File: config.mk
export PLATFORM = sky130hd
export DESIGN_NAME = hd_corrector
export DESIGN_NICKNAME = d
export VERILOG_FILES = /design/src/rtl/hd_corrector.sv
export SDC_FILE = /design/constraint.sdc
export NUM_CORES = 1
export LEC_CHECK = 0
export ABC_AREA = 1
export BUFFER_PORTS_ARGS = -buffer_cell sky130_fd_sc_hd__buf_4
export CAP_MARGIN = 20
export CORE_ASPECT_RATIO = 0.75
export CORE_MARGIN = 4
export CORE_UTILIZATION = 40
export CTS_CLUSTER_DIAMETER = 120
export CTS_CLUSTER_SIZE = 24
export DETAILED_ROUTE_END_ITERATION = 10
export HOLD_SLACK_MARGIN = 0.1
export PLACE_DENSITY = 0.7
export SETUP_SLACK_MARGIN = 0.3
export SYNTH_ARGS = -nofsm -noshare
export SYNTH_HDL_FRONTEND = slang
export SYNTH_SLANG_ARGS = --single-unit
File: constraint.sdc
create_clock -name clk -period 1.8 [get_ports clk]
set_input_delay 0.18 -clock clk [delete_from_list [all_inputs] [get_ports clk]]
set_output_delay 0.18 -clock clk [all_outputs]
set_load 0.01 [all_outputs]
File: src/rtl/hd_corrector.sv
// hd_corrector: pipelined Hamming SEC decoder for {parity, data} codewords, latency 3,
// with saturating corrected/uncorrectable error counters.
module hd_corrector #(
    parameter int K = 8,
    parameter int CW = 16,
    localparam int M = K <= 1 ? 2 : K <= 4 ? 3 : K <= 11 ? 4 : K <= 26 ? 5 : K <= 57 ? 6 :
                       K <= 120 ? 7 : K <= 247 ? 8 : K <= 502 ? 9 : K <= 1013 ? 10 : 11
) (
    input  logic            clk,
    input  logic            rst,
    input  logic            cvld,
    input  logic [K+M-1:0]  cin,
    input  logic            cnt_clr,
    output logic            dvld,
    output logic [K-1:0]    dout,
    output logic            err_corr,
    output logic            err_uncorr,
    output logic [CW-1:0]   corr_cnt,
    output logic [CW-1:0]   uncorr_cnt
);
    localparam logic [M-1:0] NPOS = M'(K + M);

    // Hamming position of data bit i: the i-th non-power-of-two position
    function automatic logic [M-1:0] dpos(input int i);
        int n;
        n = 0;
        for (int q = 1; q <= K + M; q++)
            if ((q & (q - 1)) != 0) begin
                if (n == i) return M'(q);
                n++;
            end
        return '0;
    endfunction

    logic           v1, v2;
    logic [K+M-1:0] c1;
    logic [K-1:0]   d2, fix;
    logic [M-1:0]   syn_c, syn2;
    logic           corr_c, uncorr_c;

    always_comb begin
        syn_c = c1[K+M-1:K];
        for (int i = 0; i < K; i++)
            syn_c = syn_c ^ ({M{c1[i]}} & dpos(i));
    end

    always_comb begin
        fix = d2;
        for (int i = 0; i < K; i++)
            if (syn2 == dpos(i)) fix[i] = ~d2[i];
    end

    assign uncorr_c = syn2 > NPOS;
    assign corr_c   = syn2 != '0 && !uncorr_c;

    always_ff @(posedge clk or negedge rst) begin
        if (!rst) begin
            v1         <= 1'b0;
            c1         <= '0;
            v2         <= 1'b0;
            d2         <= '0;
            syn2       <= '0;
            dvld       <= 1'b0;
            dout       <= '0;
            err_corr   <= 1'b0;
            err_uncorr <= 1'b0;
            corr_cnt   <= '0;
            uncorr_cnt <= '0;
        end else begin
            v1         <= cvld;
            c1         <= cin;
            v2         <= v1;
            d2         <= c1[K-1:0];
            syn2       <= syn_c;
            dvld       <= v2;
            dout       <= v2 ? fix : dout;
            err_corr   <= v2 && corr_c;
            err_uncorr <= v2 && uncorr_c;
            // clear has priority over a same-cycle increment
            corr_cnt   <= cnt_clr ? '0 : (dvld && err_corr && corr_cnt != '1) ? corr_cnt + 1'b1 : corr_cnt;
            uncorr_cnt <= cnt_clr ? '0 : (dvld && err_uncorr && uncorr_cnt != '1) ? uncorr_cnt + 1'b1 : uncorr_cnt;
        end
    end
endmodule

==> impl_metrics.ini, run 1 <==
[timing]
finalHoldViolCount = 0
layout_setup_ws_ns = 0.210
relSlewSlack = 0.723
tightest_slew_ns = 0.414
grt_setup_unrepaired = true
clock_skew_ns = 0.00616
slew_violations = 0
hold_ws_ns = 0.207
timing.final.crit_share = 0.883
tns_ns = 0
max_freq_ghz = 0.629
finalSetupViolCount = 0
period_needed_ns = 1.59

[pwr]
clock_power_share = 0.359
combPwrFrac = 0.164
leakage_nw = 2.29
p_sw_frac = 0.282
peakVddDrop_mv = 0.544
switching_power_mw = 1.02
power_density_nw_per_um2 = 753
finalPower_mw = 3.61
p_seq_frac = 0.476
p_int_mw = 2.59

[detailed_routing]
met3_length_um = 619
top_layer = met4
ant_nets = 0
drc_errors = 0
wl_per_cell_um = 14.1
drt_pass1_iterations = 5
vias = 3066
routed_via_density = 4.92
wl_met1_um = 3860
dr.first_iter.drc_count = 271
routed_wl_um = 8760
routed-wl-met2_um = 4160

[placed_design]
dpl_worst_slack_ns = 0.0861
dp.cells = 561
place_congestion = 0.834
io_buffers = 58
hpwlAfterDp_um = 5560

[layout]
drive_above_1_share = 0.326
fin_nets = 531
syn_to_final_growth_pct = 42.7
fin_cells = 623
antenna-diode-count = 0

[grt]
grt_pass1_vias = 2960
grt_pass1_wl_um = 14100
grt_use_total = 0.179
grt_antenna_before_repair = 0
grt-ovfl-total = 0
grt_max_degree = 39

[clock_tree]
cts.htree.levels = 3
cts_tree = built
worstSkewPairLatency_ns = 0.36
clockBufferDepth = 2
cts_buffers = 9
cts_sinks = 69
cts-root-buf = clkbuf_8
clkTransAtPathRegs_ns = 0.08

[synthesis]
yosys.area.top_type = dfrtp_1
synthCells = 395
yosys_warnings = 0
yosysUniqueCellTypes = 22
synth_top_area_frac = 0.514
syn-cell-area_um2 = 3360
netlist_top_cells_area = dfrtp_1 (51%), nand2_1 (15%), xor2_1 (5.0%)
syn-num-nets = 413
yosysSeqAreaShare = 0.514
syn_area_per_cell_um2 = 8.51
ys_seq_elements = 69

[setup_path]
critPathArrivalTime_ns = 1.88
cpPeakStageDelay_ns = 0.43
cp-end-kind = flop
startpoint_type = flop
critPathSlowestCell = dfrtp_2
cp_max_fo = 5
crit_type = reg -> reg
crit_chain = nand2_1 -> nor2_1 -> nand2_2 -> nor2_4 -> nor2_4 -> nor2_4 -> clkbuf_16 -> nand2_2 -> nand2_1
path_common_cell = nor2_4
cp.required_ns = 2.10

[floorplanning]
io_pins = 59
die_h_um = 87.4
core_um2 = 8020
die_w_um = 114
dieArea_um2 = 9950
start_util = 0.419
std_cell_rows = 28

[status]
status = finished, final reports clean

[min_path]
hold_class = in -> reg

[job]
max-cap-violations = 0
-- sequential cells by signal, summed over array words and instances, names as in the netlist --
register and flops:
err_uncorr 1, d2 8, dvld 1, c1 12, corr_cnt 16, syn2 4
uncorr_cnt 16, dout 8, err_corr 1, v1 1, v2 1
-- layer usage --
layer  vias to the layer above  global-route usage
met1                      1432               0.236
li1                       1510                   -
met2                       114               0.294
met5                         -                   0
met4                         0              0.0453
met3                        10              0.0507
-- cells in the final DEF (no fill, tap or decap), types with 14 or more instances in the layout --
| cell type | count |
|---|---|
| buf_4 | 91 |
| nor2_1 | 36 |
| nand2_2 | 18 |
| xnor2_1 | 14 |
| inv_1 | 23 |
| nand2_1 | 111 |
| xor2_1 | 19 |
| nand4_1 | 26 |
| nand3_1 | 24 |
| dlygate4sd3_1 | 14 |
| dfrtp_1 | 58 |
-- power by group through the flow --
stage                     registers (mW)  clock network (mW)  logic (mW)
after floorplan                     1.76                   0       0.244
after global placement              1.75                   0       0.444
after detailed placement            1.75                   0       0.459
after CTS                           1.72                1.33       0.569
after global routing                1.74                1.40       0.651
final                               1.72                1.30       0.593
-- what timing repair did --
| item | CTS | global route |
|---|---|---|
| setup endpoints to repair | 32 | 30 |
| pin swaps | 9 | 19 |
| hold buffers | 14 | 0 |
| endpoints found under the hold margin | 82 | 0 |
| gates cloned | 2 | 1 |
| gates resized for setup | 10 | 40 |
| buffers inserted | 18 | 11 |
-- worst max-delay path, delay by kind of cell, from the launching register on --
kind                   cells  cell delay (ns)
DFF                        1             0.43
and+or+nand+nor            8             0.89
buffers and inverters      1             0.19
-- synthesized netlist by cell type --
master,number
nand3_1,26
inv_2,2
xnor2_1,14
nand3b_1,2
clkbuf_1,4
or2_2,3
nand2_4,1
buf_6,1
xor2_1,19
nor2_4,4
o21bai_1,6
nand4_1,26
buf_4,3
a31oi_1,1
dfrtp_1,69
nor2_1,44
nand2_1,130
ha_1,2
o21ai_0,12
nor2_8,1
nor3_1,2
inv_1,23
-- layout make-up --
cell class                 instances  area (µm²)
clock inverter                     6        70.1
multi-input combinational        294        1640
fill                             690        3230
tap                              105         131
sequential                        69        1740
clock buffer                      10         128
inverter                          25        96.3
timing repair buffer             114         993
-- path summary, 6_finish.rpt --
kind                                    start       endpoint  slack [ns]  depth (start not counted)
worst max-delay path            uncorr_cnt[5]  uncorr_cnt[2]        0.21                          9
worst min-delay path                  cnt_clr  uncorr_cnt[7]        0.21                          4
worst max register to register  uncorr_cnt[5]  uncorr_cnt[2]        0.21                          9
worst min register to register             v1             v2        0.37                          0
max in group asynchronous                 rst   corr_cnt[10]        1.04                          3
min in group asynchronous                 rst   corr_cnt[11]        0.24                          2
-- through the flow --
stage / utilization / area, µm²
final: 0.598 / 4790
after global placement: 0.498 / 3990
after global routing: 0.598 / 4790
after floorplan: - / 3380
after detailed placement: 0.498 / 3990
after CTS: 0.571 / 4580
-- cells by family (layout without fill, tap and decap cells) --
logic type | count (synthesis) | after routing | synth area share
AOI/OAI and AO/OA | 19 | 19 | 0.0331
xor gates and xnor gates | 33 | 33 | 0.0860
adders and majority gates | 2 | 2 | 0.00744
buffers and inverters | 33 | 155 | 0.0424
DFF | 69 | 69 | 0.514
and+or+nand+nor | 239 | 240 | 0.317
Power figures use the tool's default switching activity.
==> run 2: changes to the inputs <==
--- a/config.mk
+++ b/config.mk
@@ -9,13 +9,12 @@
 export BUFFER_PORTS_ARGS = -buffer_cell sky130_fd_sc_hd__buf_4
 export CAP_MARGIN = 20
 export CORE_ASPECT_RATIO = 0.75
-export CORE_MARGIN = 4
 export CORE_UTILIZATION = 40
 export CTS_CLUSTER_DIAMETER = 120
 export CTS_CLUSTER_SIZE = 24
 export DETAILED_ROUTE_END_ITERATION = 10
 export HOLD_SLACK_MARGIN = 0.1
-export PLACE_DENSITY = 0.7
+export PLACE_DENSITY = 0.73
 export SETUP_SLACK_MARGIN = 0.3
 export SYNTH_ARGS = -nofsm -noshare
 export SYNTH_HDL_FRONTEND = slang
==> constraint.sdc (replaced) <==
create_clock -name clk -period 1.4 [get_ports clk]
set_input_delay 0.14 -clock clk [delete_from_list [all_inputs] [get_ports clk]]
set_output_delay 0.14 -clock clk [all_outputs]
set_load 0.01 [all_outputs]
==> run 2 against run 1 <==
Non-clock buffer count increased by 35. Sequential cell count did not move. Cell area up 13%. Wire length is 6.3% higher. Sequential power grew 30%. Utilization is 7.7 points higher. Count of clock-buffer cells in the layout rose by 1. Worst setup slack worse by 0.31 ns. Clock power rose by 18%. Combinational power grew 55%. Cell count grew 5.9%. The run now ends with negative setup slack left. Clock skew grew 0.0028 ns. Critical path type unchanged.
==> impl_metrics.ini, run 2 (synthesized netlist as in run 1, its figures left out) <==
[grt]
grt-ovfl-total = 0
grt_pass1_vias = 3008
grt_antenna_before_repair = 0
grt_use_total = 0.211
grt_pass1_wl_um = 14100
grt_max_degree = 32

[floorplanning]
dieArea_um2 = 8780
std_cell_rows = 28
die_w_um = 108
io_pins = 59
die_h_um = 81.4
start_util = 0.419
core_um2 = 8020

[timing]
tightest_slew_ns = 0.411
period_needed_ns = 1.50
layout_setup_ws_ns = -0.101
grt_setup_unrepaired = true
finalHoldViolCount = 0
clock_skew_ns = 0.00895
finalSetupViolCount = 30
slew_violations = 0
max_freq_ghz = 0.666
tns_ns = -1.80
relSlewSlack = 0.726
timing.final.crit_share = 1.07

[min_path]
hold_class = in -> reg

[pwr]
leakage_nw = 2.59
finalPower_mw = 4.69
peakVddDrop_mv = 0.661
power_density_nw_per_um2 = 868

[placed_design]
hpwlAfterDp_um = 6050
place_congestion = 0.845
io_buffers = 58
dp.cells = 601

[layout]
antenna-diode-count = 0
top_regs = corr_cnt x16, uncorr_cnt x16, c1 x12
drive_above_1_share = 0.416
mostFrequentLayoutCells = nand2_1 (100), buf_4 (65), buf_6 (63)
final_common_cell = nand2_1
fin_cells = 660
fin_nets = 568
syn_to_final_growth_pct = 61.0
n_fill_cell = 604

[setup_path]
timing.rr.end = uncorr_cnt[5]
crit_type = reg -> reg
endpoint = uncorr_cnt[5]
critical_path_buf_inv_count = 2
cp.required_ns = 1.69
cpPeakStageDelay_ns = 0.41
worst-r2r-setup-slack_ns = -0.10
path_delay_family = simple AND/OR/NAND/NOR gates
critPathArrivalTime_ns = 1.79
cp.depth = 10
path_common_cell = nor2_4
r2r-start = uncorr_cnt[0]
crit_path_start = uncorr_cnt[0]
cp-end-kind = flop
crit_chain = ha_4 -> nand3_4 -> inv_2 -> nand2_2 -> nor2_4 -> nor2_4 -> nor2_4 -> clkbuf_16 -> nand2_4 -> nand2_2
cp_max_fo = 6
critPathSlowestCell = dfrtp_1
startpoint_type = flop
r2r_cells = 10

[detailed_routing]
routed_via_density = 5.00
dr.first_iter.drc_count = 180
vias = 3303
drc_errors = 0
wl_per_cell_um = 14.1
drt_pass1_iterations = 4
ant_nets = 0
routed_wl_um = 9310

[clock_tree]
cts_buffers = 9
cts-root-buf = clkbuf_8
clockBufferDepth = 2
clkTransAtPathRegs_ns = 0.08
cts_sinks = 69
cts.htree.levels = 3
worstSkewPairLatency_ns = 0.35
cts_tree = built

[status]
status = finished with violations
violations = negative setup slack

[job]
max-cap-violations = 0
run 2: cell types whose count changed in the layout (fill, tap and decap cells not counted), sizes merged:
cell      delta
clkbuf       +1
clkinv       -1
inv          -1
buf         +35
clkinvlp     +4
bufinv       -1
run 2: layer usage:
layer,GRT usage,vias to the layer above,wire length [µm]
li1,-,1589,-
met1,0.277,1599,4030
met2,0.347,109,4710
met3,0.0514,6,507
met4,0.0603,0,63
met5,0,-,0
run 2: area by class of cell:
cell class / instances / area [µm²] / area share
well taps: 105 / 131 / 0.0243
inverters: 25 / 100 / 0.0185
repair buffers: 149 / 1480 / 0.274
flip-flops and latches: 69 / 1740 / 0.321
clock inverters: 5 / 42.5 / 0.00786
multi-input cells: 294 / 1760 / 0.326
clock buffers: 11 / 141 / 0.0261
repair inverters: 2 / 12.5 / 0.00231
run 2: worst min path at each step:
stage,to,from,cells past startpoint,slack (ns)
floorplan,c1[0],rst,0,-0.16
global placement,corr_cnt[15],rst,1,0.1
detailed placement,corr_cnt[15],rst,1,0.10
CTS,uncorr_cnt[7],cnt_clr,4,0.16
global route,uncorr_cnt[3],cnt_clr,4,0.17
finish,uncorr_cnt[3],cnt_clr,4,0.17
run 2: report_power, final:
part	switching [mW]	internal (mW)	total (mW)	leakage (nW)
Sequential	0.115	2.12	2.24	0.875
Clock	0.825	0.714	1.54	0.0909
Combinational	0.475	0.443	0.917	1.63
run 2: per-stage QoR:
step | worst slack, ns | area, µm² | hold WS [ns] | util
after detailed placement | -0.109 | 4350 | 0.103 | 0.543
final | -0.101 | 5410 | 0.174 | 0.674
after global routing | -0.194 | 5410 | 0.171 | 0.674
after CTS | -0.0641 | 5050 | 0.163 | 0.630
after floorplan | -0.139 | 3400 | -0.156 | -
after global placement | -0.0511 | 4350 | 0.0995 | 0.543
run 2: timing repair:
item | CTS | global route
setup buffers | 12 | 12
hold endpoints to repair | 82 | 0
gates resized for setup | 68 | 80
pin swaps | 29 | 35
hold buffers | 14 | 0
cloned | 2 | 3
setup endpoints to repair | 70 | 74
run 2: worst register-to-register path: stages, from the launching register on:
cell and delay (ns):
dfrtp_1 0.41, ha_4 0.18, nand3_4 0.07, inv_2 0.07, nand2_2 0.06, nor2_4 0.11
nor2_4 0.07, nor2_4 0.18, clkbuf_16 0.20, nand2_4 0.05, nand2_2 0.05
